--- config.mk ---
export PLATFORM = sky130hd
export DESIGN_NAME = fifo_pool_reader_flat
export DESIGN_NICKNAME = d
export VERILOG_FILES = /design/src/rtl/fifo_pool_reader_if.sv /design/src/rtl/fifo_pool_reader.sv /design/src/flat_wrapper.sv
export SDC_FILE = /design/constraint.sdc
export NUM_CORES = 1
export LEC_CHECK = 0
export CAP_MARGIN = 10
export CELL_PAD_IN_SITES_DETAIL_PLACEMENT = 0
export CELL_PAD_IN_SITES_GLOBAL_PLACEMENT = 2
export CORE_AREA = 2 2 140 142
export CTS_CLUSTER_SIZE = 10
export DETAILED_ROUTE_END_ITERATION = 7
export DIE_AREA = 0 0 142 144
export PLACE_DENSITY_LB_ADDON = 0.1
export SYNTH_ARGS = -nofsm -noshare
export SYNTH_HDL_FRONTEND = slang
export SYNTH_SLANG_ARGS = --single-unit
--- constraint.sdc ---
create_clock -name clk -period 3.9 [get_ports clk]
set_clock_uncertainty 0.05 [all_clocks]
set_input_delay 0.39 -clock clk [delete_from_list [all_inputs] [get_ports clk]]
set_output_delay 0.39 -clock clk [all_outputs]
set_load 0.01 [all_outputs]
--- src/rtl/fifo_pool_reader_if.sv ---
// Pool FIFO read port plus the active-low LocalLink-style TX stream of fifo_pool_reader.
// master = the reader block; slave = the FIFO / Aurora TX side.
interface fifo_pool_reader_if;
  logic        fifo_rd_en;
  logic        fifo_rd_empty;
  logic [31:0] fifo_rd_data;
  logic [31:0] tx_d;
  logic        tx_src_rdy_n;
  logic        tx_dst_rdy_n;
  logic        tx_sof_n;
  logic        tx_eof_n;

  modport master (
    output fifo_rd_en,
    input  fifo_rd_empty,
    input  fifo_rd_data,
    output tx_d,
    output tx_src_rdy_n,
    input  tx_dst_rdy_n,
    output tx_sof_n,
    output tx_eof_n
  );

  modport slave (
    input  fifo_rd_en,
    output fifo_rd_empty,
    output fifo_rd_data,
    input  tx_d,
    input  tx_src_rdy_n,
    output tx_dst_rdy_n,
    input  tx_sof_n,
    input  tx_eof_n
  );
endinterface

--- src/rtl/fifo_pool_reader.sv ---
// Frames pool FIFO words into PKT_WORDS-word TX packets; first beat 2 cycles after FIFO non-empty, 2-entry skid absorbs sink stalls.
// FIFO_POOL_RD_HDR_EN: each frame starts with a {16'hA5C3, pkt_count[15:0]} SOF header beat.
module fifo_pool_reader #(
  parameter int PKT_WORDS = 256,
  parameter int CNT_W     = 16
) (
  input  logic                      clk,
  input  logic                      rst_n,
  input  logic                      enable,
  fifo_pool_reader_if.master        bus,
  output logic [31:0]               pkt_count,
  output logic                      busy
);

  typedef enum logic [1:0] {IDLE = 2'd0, HDR = 2'd1, SEND = 2'd2} state_t;

  localparam logic [CNT_W-1:0] LAST_WORD = CNT_W'(PKT_WORDS - 1);
  localparam logic [CNT_W:0]   RD_LIMIT  = (CNT_W + 1)'(PKT_WORDS);

  state_t         state_q, state_d;
  logic           run_q;
  logic [1:0]     occ_q, occ_d;
  logic           inflight_q, inflight_d;
  logic [31:0]    d0_q, d0_d;
  logic [31:0]    d1_q, d1_d;
  logic [CNT_W-1:0] wcnt_q, wcnt_d;
  logic [CNT_W:0] rdcnt_q, rdcnt_d;
  logic [31:0]    pkt_q, pkt_d;
  logic           busy_q, busy_d;

  logic           hdr_vld, pay_vld, hdr_beat, pay_beat, fetch_ok, rd_en;
  logic [1:0]     level;

  always_comb begin
    hdr_vld = 1'b0;
`ifdef FIFO_POOL_RD_HDR_EN
    hdr_vld = (state_q == HDR);
`endif
    pay_vld  = (state_q == SEND) && (occ_q != 2'd0);
    pay_beat = pay_vld && !bus.tx_dst_rdy_n;
    hdr_beat = hdr_vld && !bus.tx_dst_rdy_n;
    fetch_ok = (state_q == SEND) || (state_q == HDR) || ((state_q == IDLE) && enable);
    // Room is judged after this cycle's pop so a ready sink sees one word per cycle.
    level    = occ_q + {1'b0, inflight_q} - {1'b0, pay_beat};
    rd_en    = run_q && !bus.fifo_rd_empty && fetch_ok && (level < 2'd2) && (rdcnt_q < RD_LIMIT);

    state_d    = state_q;
    occ_d      = level;
    inflight_d = rd_en;
    rdcnt_d    = rdcnt_q + {{CNT_W{1'b0}}, rd_en};
    wcnt_d     = wcnt_q;
    pkt_d      = pkt_q;
    busy_d     = busy_q;

    d0_d = d0_q;
    d1_d = d1_q;
    if (pay_beat) begin
      d0_d = d1_q;
    end
    if (inflight_q) begin
      if ((occ_q - {1'b0, pay_beat}) == 2'd0) begin
        d0_d = bus.fifo_rd_data;
      end else begin
        d1_d = bus.fifo_rd_data;
      end
    end

    case (state_q)
      IDLE: begin
        if (rd_en) begin
`ifdef FIFO_POOL_RD_HDR_EN
          state_d = HDR;
`else
          state_d = SEND;
`endif
        end
      end
      HDR: begin
        if (hdr_beat) begin
          state_d = SEND;
          busy_d  = 1'b1;
        end
      end
      SEND: begin
        if (pay_beat) begin
          wcnt_d = wcnt_q + CNT_W'(1);
`ifndef FIFO_POOL_RD_HDR_EN
          if (wcnt_q == '0) begin
            busy_d = 1'b1;
          end
`endif
          if (wcnt_q == LAST_WORD) begin
            wcnt_d  = '0;
            rdcnt_d = '0;
            pkt_d   = pkt_q + 32'd1;
            busy_d  = 1'b0;
            state_d = IDLE;
          end
        end
      end
      default: state_d = IDLE;
    endcase
  end

  // run_q holds off the first read for one cycle after reset release.
  always_ff @(posedge clk) begin
    if (!rst_n) begin
      state_q    <= IDLE;
      run_q      <= 1'b0;
      occ_q      <= 2'd0;
      inflight_q <= 1'b0;
      d0_q       <= '0;
      d1_q       <= '0;
      wcnt_q     <= '0;
      rdcnt_q    <= '0;
      pkt_q      <= '0;
      busy_q     <= 1'b0;
    end else begin
      state_q    <= state_d;
      run_q      <= 1'b1;
      occ_q      <= occ_d;
      inflight_q <= inflight_d;
      d0_q       <= d0_d;
      d1_q       <= d1_d;
      wcnt_q     <= wcnt_d;
      rdcnt_q    <= rdcnt_d;
      pkt_q      <= pkt_d;
      busy_q     <= busy_d;
    end
  end

  assign bus.fifo_rd_en   = rd_en;
  assign bus.tx_src_rdy_n = !(hdr_vld || pay_vld);
  assign bus.tx_d         = hdr_vld ? {16'hA5C3, pkt_q[15:0]} : d0_q;
`ifdef FIFO_POOL_RD_HDR_EN
  assign bus.tx_sof_n     = !hdr_vld;
`else
  assign bus.tx_sof_n     = !(pay_vld && (wcnt_q == '0));
`endif
  assign bus.tx_eof_n     = !(pay_vld && (wcnt_q == LAST_WORD));
  assign pkt_count        = pkt_q;
  assign busy             = busy_q;

endmodule

--- src/flat_wrapper.sv ---
// flat-port wrapper written by rule: the top's interface ports become plain ports
module fifo_pool_reader_flat 
#(
  parameter int PKT_WORDS = 256,
  parameter int CNT_W     = 16
)
  (clk, rst_n, enable, pkt_count, busy, bus_fifo_rd_en, bus_fifo_rd_empty, bus_fifo_rd_data, bus_tx_d, bus_tx_src_rdy_n, bus_tx_dst_rdy_n, bus_tx_sof_n, bus_tx_eof_n);
  fifo_pool_reader_if bus_i ();
  input  logic clk;
  input  logic rst_n;
  input  logic enable;
  output logic [31:0] pkt_count;
  output logic busy;
  output wire logic [$bits(bus_i.fifo_rd_en)-1:0] bus_fifo_rd_en;
  input wire logic [$bits(bus_i.fifo_rd_empty)-1:0] bus_fifo_rd_empty;
  input wire logic [$bits(bus_i.fifo_rd_data)-1:0] bus_fifo_rd_data;
  output wire logic [$bits(bus_i.tx_d)-1:0] bus_tx_d;
  output wire logic [$bits(bus_i.tx_src_rdy_n)-1:0] bus_tx_src_rdy_n;
  input wire logic [$bits(bus_i.tx_dst_rdy_n)-1:0] bus_tx_dst_rdy_n;
  output wire logic [$bits(bus_i.tx_sof_n)-1:0] bus_tx_sof_n;
  output wire logic [$bits(bus_i.tx_eof_n)-1:0] bus_tx_eof_n;
  assign bus_fifo_rd_en = bus_i.fifo_rd_en;
  assign bus_i.fifo_rd_empty = bus_fifo_rd_empty;
  assign bus_i.fifo_rd_data = bus_fifo_rd_data;
  assign bus_tx_d = bus_i.tx_d;
  assign bus_tx_src_rdy_n = bus_i.tx_src_rdy_n;
  assign bus_i.tx_dst_rdy_n = bus_tx_dst_rdy_n;
  assign bus_tx_sof_n = bus_i.tx_sof_n;
  assign bus_tx_eof_n = bus_i.tx_eof_n;
  fifo_pool_reader #(.PKT_WORDS(PKT_WORDS), .CNT_W(CNT_W)) u_core (.clk(clk), .rst_n(rst_n), .enable(enable), .bus(bus_i), .pkt_count(pkt_count), .busy(busy));
endmodule
# After elaboration in Yosys (flattened, before gate mapping)
# Cells that the tools add are included.
totals:
  reg_bits: 136
  latchBits: 0
  ram_bits: 0
  romBits: 0
  in_bits: 37
  output_inout_bits: 69
  wordCells: 66
  n_memories: 0
op_classes:
  add_sub_neg: 6
  multipliers: 0
  div_mod_pow: 0
  magnitude_cmp: 2
  eq_ne: 6
  shift: 0
  n_mux: 14
  n_bitwise: 2
  n_reduce_logical: 26
op_table:
  columns: ["operator", "count"]
  rows:
  - ["2-to-1 mux 32 bit", 3]
  - ["2-to-1 mux 17 bit", 3]
  - ["adder 32 x 1 -> 32 bit, second input constant", 1]
  - ["adder 17 x 1 -> 17 bit", 1]
  - ["< comparator 17 x 9 -> 1 bit, second input constant", 1]
  - ["adder 16 x 1 -> 16 bit, second input constant", 1]
  - ["equality test 16 x 8 -> 1 bit, second input constant", 1]
  - ["zero test 16 bit", 1]
  - ["2-to-1 mux 16 bit", 1]
  - ["logical AND 1 bit", 9]
  - ["2-to-1 mux 2 bit", 3]
  - ["one-hot mux 2 bit (3 select lines)", 1]
  - ["AND reduction 3 bit", 2]
  - ["zero test 1 bit", 5]
  - ["zero test 2 bit", 2]
  - ["!= test 2 bit, second input constant", 2]
  - ["AND reduction 2 bit", 2]
  - ["AND reduction 4 bit", 1]
  - ["nonzero test 2 bit", 2]
  - ["subtractor 2 x 1 -> 2 bit", 2]
  - ["2-to-1 mux 1 bit", 3]
  - ["adder 2 x 1 -> 2 bit", 1]
  - ["equality test 2 x 1 -> 1 bit, second input constant", 1]
  - ["equality test 2 bit, second input constant", 1]
  - ["4 further kinds", 6]

# Logic depth before layout (Yosys ltp)
depth:
  ltp_word: 11
  mapped_depth: 15
  mapped_depth_nobuf: 12

# Least setup slack after synthesis
# No wires, ideal clock.
synth_timing:
  path_type: "input-to-reg"
  startpoint: "input port bus_tx_dst_rdy_n"
  endpoint: "register u_core.rdcnt_q[12]"
  setup_ps: 128
  arrival_time_ps: 3242
  required_ps: 3722
  slack_ps: 480
  path_stages: 14
  path_buffers: 2
  path_cell_list: "nand2b_1 > nor2_1 > buf_1 > buf_1 > xor2_1 > ha_1 > xnor2_1 > nor2_1 > ha_1 > ha_1 > nand4_1 > nor3_1 > xnor2_1 > nor2_1"
synth_between:
  elab_chain_cells: 10
synth_lines:
  columns: ["item", "line_no", "source"]
  rows:
  - ["start, declared", "flat_wrapper.sv:19", "input wire logic [$bits(bus_i.tx_dst_rdy_n)-1:0] bus_tx_dst_rdy_n;"]
  - ["zero test 1 bit *", "fifo_pool_reader.sv:40", "pay_beat = pay_vld && !bus.tx_dst_rdy_n;"]
  - ["logical AND 1 bit *", "fifo_pool_reader.sv:40", null]
  - ["subtractor 2 x 1 -> 2 bit *", "fifo_pool_reader.sv:44", "level = occ_q + {1'b0, inflight_q} - {1'b0, pay_beat};"]
  - ["< comparator 2 bit *", "fifo_pool_reader.sv:45", "rd_en = run_q && !bus.fifo_rd_empty && fetch_ok && (level < 2'd2) && (rdcnt_q < RD_LIMIT);"]
  - ["logical AND 1 bit * (2 in series)", "fifo_pool_reader.sv:45", null]
  - ["named net bus_fifo_rd_en", "flat_wrapper.sv:14", "output wire logic [$bits(bus_i.fifo_rd_en)-1:0] bus_fifo_rd_en;"]
  - ["adder 17 x 1 -> 17 bit *", "fifo_pool_reader.sv:50", "rdcnt_d = rdcnt_q + {{CNT_W{1'b0}}, rd_en};"]
  - ["2-to-1 mux 17 bit", "fifo_pool_reader.sv:92", "if (wcnt_q == LAST_WORD) begin"]
  - ["2-to-1 mux 17 bit", "fifo_pool_reader.sv:85", "if (pay_beat) begin"]
  - ["2-to-1 mux 17 bit *", "fifo_pool_reader.sv:68", "case (state_q)"]
  - ["end signal, assigned", "fifo_pool_reader.sv:126", "rdcnt_q <= rdcnt_d;"]
  - ["end, declared", "fifo_pool_reader.sv:27", "logic [CNT_W:0] rdcnt_q, rdcnt_d;"]
# The timed path passes the listed nets; every way through them passes the cells marked *.
# A chain may end at the register's enable or synchronous reset.

# Worst setup path in the final report
layout_timing:
  startpoint: "register u_core.wcnt_q[12]"
  endpoint: "output port bus_tx_sof_n"
layout_between:
  elab_chain_cells: 3
layout_lines:
  columns: ["item", "line_no", "source"]
  rows:
  - ["start, declared", "fifo_pool_reader.sv:26", "logic [CNT_W-1:0] wcnt_q, wcnt_d;"]
  - ["start signal, assigned", "fifo_pool_reader.sv:125", "wcnt_q <= wcnt_d;"]
  - ["zero test 16 bit", "fifo_pool_reader.sv:138", "assign bus.tx_sof_n = !(pay_vld && (wcnt_q == '0));"]
  - ["logical AND 1 bit", "fifo_pool_reader.sv:138", null]
  - ["zero test 1 bit", "fifo_pool_reader.sv:138", null]
  - ["end, declared", "flat_wrapper.sv:20", "output wire logic [$bits(bus_i.tx_sof_n)-1:0] bus_tx_sof_n;"]
# No other way between the ends.

==> out/results.ini <==
[pwr]
p_comb_share_pct=4.6
p_leak_uw=0.00246
ir_drop_v=0.000298
clkPwrFrac_pct=51.9
switching_share_pct=21.7
p_int_uw=2540
p_seq_share_pct=43.5
p_per_area_nw_per_um2=422
switchingPower_uw=702

[clock_network]
postCtsHoldBufs=0
clk_path_buf_depth=2
cts-root-buf=clkbuf_16
ctsResizeCount=0
post-cts-setup-buffers=0
numCtsBuffers=17
cts_sinks=135
clkTransAtPathRegs_ns=0.06
h-tree-depth=4
cts_tree=built
clock_latency_ns=0.42

[synth]
synth.area.top_cells=dfxtp_1 (47%), nor2_1 (5.8%), mux2i_1 (5.7%)
synth_area_per_cell_um2=8.55
synth_cell_types=37
synth-edff-count=0
synth_flop_cell=dfxtp_1
synth_most_common_cell=dfxtp_1
synth_nets=718
synth_common_cells=dfxtp_1 (135), nor2_1 (89), nand2_1 (86)
ys_seq_area_share_pct=46.8
synth_seq_cells=135
ys_async_sr_fraction_pct=0
netlist_instances=675
synth_top_area_share_pct=46.8
yosysWarnings=0
syn_area_um2=5770
yosys.area.top_type=dfxtp_1

[critical_path]
cp_max_fo=9
critPathCaptureType=primary output
cp_data_required_time_ns=3.46
critPathLaunch=u_core.wcnt_q[12]
startpoint_type=register
reg2reg_from=u_core.wcnt_q[12]
crit_type=register to primary output
cp.arrival_ns=2.50

[timing]
setup_tns_ns=0
rsz0062_at_grt=no
setup_violations=0
hold_viol=0
finalCriticalPeriod_ns=2.94
holdWs_ns=0.403
maxSlewViolCount=0
relSlewSlack_pct=32.8
finalCritPeriodShare_pct=75.5
fmax_mhz=340
max_slew.worst_pin.slew_ns=0.999

[drt]
antenna_left=0
drc=0
via_per_inst=4.96
wl_mm=15.6
first_pass_iters=6
wire_per_inst_um=15.3
vias=5050
drt_iter0_drc=255

[global_routing]
grt_antenna_before_repair=1
grt_pass1_vias=4838
grt_max_degree=65
grt_pass1_wl_mm=24.9
globalRouteOverflowTotal=0
grt_usage_pct=15.6

[place]
routabilityCongestion=0.736
place_inst=987
port_buffers=105
dpl.hpwl_mm=9.96

[floorplanning]
dieArea_um2=20400
placementRows=51
fp.dieH_um=144
die_width_um=142
coreArea_um2=19100
initial_core_util_pct=30.3
pin_count=106

[run]
drv_cap=0

[hold_path]
hold_class=register to register
worstHoldStart=u_core.d1_q[8]

[finish]
multiInputGateArea_um2=2860
nets=811
ff_latch_area_um2=2700
drive_gt1_share_pct=7.18
nFillCells=1907
syn_to_final_growth_pct=32.8
fin_cells=1019

[outcome]
outcome=finished, final reports clean

[flip-flops by register name, indices dropped and copies added, names as in the netlist]
| name | cells |
|---|---|
| u_core.wcnt_q | 16 |
| u_core.state_q | 1 |
| u_core.rdcnt_q | 17 |
| u_core.pkt_count | 32 |
| u_core.busy | 1 |
| u_core.run_q | 1 |
| u_core.occ_q | 2 |
| u_core.d1_q | 32 |
| u_core.inflight_q | 1 |
| u_core.bus.tx_d | 32 |
[layer usage]
metal | up-vias | track usage (%) | part of all wire, % | wire, µm
met5 | - | 0 | 0 | 0
met4 | 0 | 4.42 | 1.1 | 165
met3 | 16 | 6.23 | 6.4 | 994
met2 | 103 | 25.8 | 48 | 7450
met1 | 2387 | 18.8 | 45 | 6950
li1 | 2544 | - | - | -
[kinds of logic after synthesis]
logic type,Yosys count,synth area share [%]
buffers and inverters,58,3.90
muxes,33,5.72
DFF,135,46.8
adders and majority gates,6,1.30
AOI/OAI and AO/OA,116,12.2
xor gates and xnor gates,40,6.07
and+or+nand+nor,287,24.0
[power groups by stage]
| stage | logic, µW | registers [µW] | clock network [µW] |
|---|---|---|---|
| 2_1_floorplan | 54.0 | 1440 | 0 |
| 3_3_place_gp | 149 | 1440 | 0 |
| 3_5_place_dp | 151 | 1440 | 0 |
| 4_1_cts | 152 | 1410 | 1720 |
| 5_1_grt | 162 | 1410 | 1780 |
| 6_report | 149 | 1410 | 1680 |
[final timing paths]
kind / end / slack [ns] / depth (start not counted)
worst min-delay path: u_core.d1_q[8] / 0.40 / 2
worst max-delay path: bus_tx_sof_n / 0.96 / 5
worst min register to register: u_core.d1_q[8] / 0.40 / 2
worst max register to register: u_core.state_q[1] / 1.09 / 6
[metrics by stage]
stage / cell area [µm²] / setup slack [ns] / power [µW] / utilization [%]
after CTS: 7660 / 0.925 / 3280 / 40.2
after global placement: 7060 / 0.714 / 1590 / 37.0
after detailed placement: 7060 / 0.692 / 1590 / 37.0
after global routing: 7660 / 0.807 / 3350 / 40.2
after floorplan: 5770 / 0.480 / 1500 / -
final: 7670 / 0.957 / 3240 / 40.2
[placed cells by master, fill, tap and decap left out, types with 7 or more instances in the layout]
cell	instances
nor4_1	10
a211oi_1	32
nand3_1	23
mux2i_1	33
o21ai_0	12
inv_1	17
clkbuf_16	17
nor2_1	88
dfxtp_1	135
nand4_1	14
or3_1	11
buf_4	8
xor2_1	17
a21oi_1	58
nand2_1	85
clkdlybuf4s50_1	105
xnor2_1	23
nor3_1	7
or4_1	10
o31ai_1	8
[worst max-delay path, cell delays in order, from the launching register on]
cell and delay, ns:
dfxtp_1 0.33, or4_4 0.55, or2_1 0.36, nor2_1 0.24, nand3_1 0.10, clkdlybuf4s50_1 0.49
[layout make-up]
cell class,instances,area share (%)
antenna,1,0.0326
clock buffer,18,5.60
clock inverter,13,2.35
inverter,18,0.881
multi-input combinational,482,37.3
sequential,135,35.2
tap,238,3.88
timing repair buffer,114,14.8
Note: power is estimated with default switching activity, not from simulation.
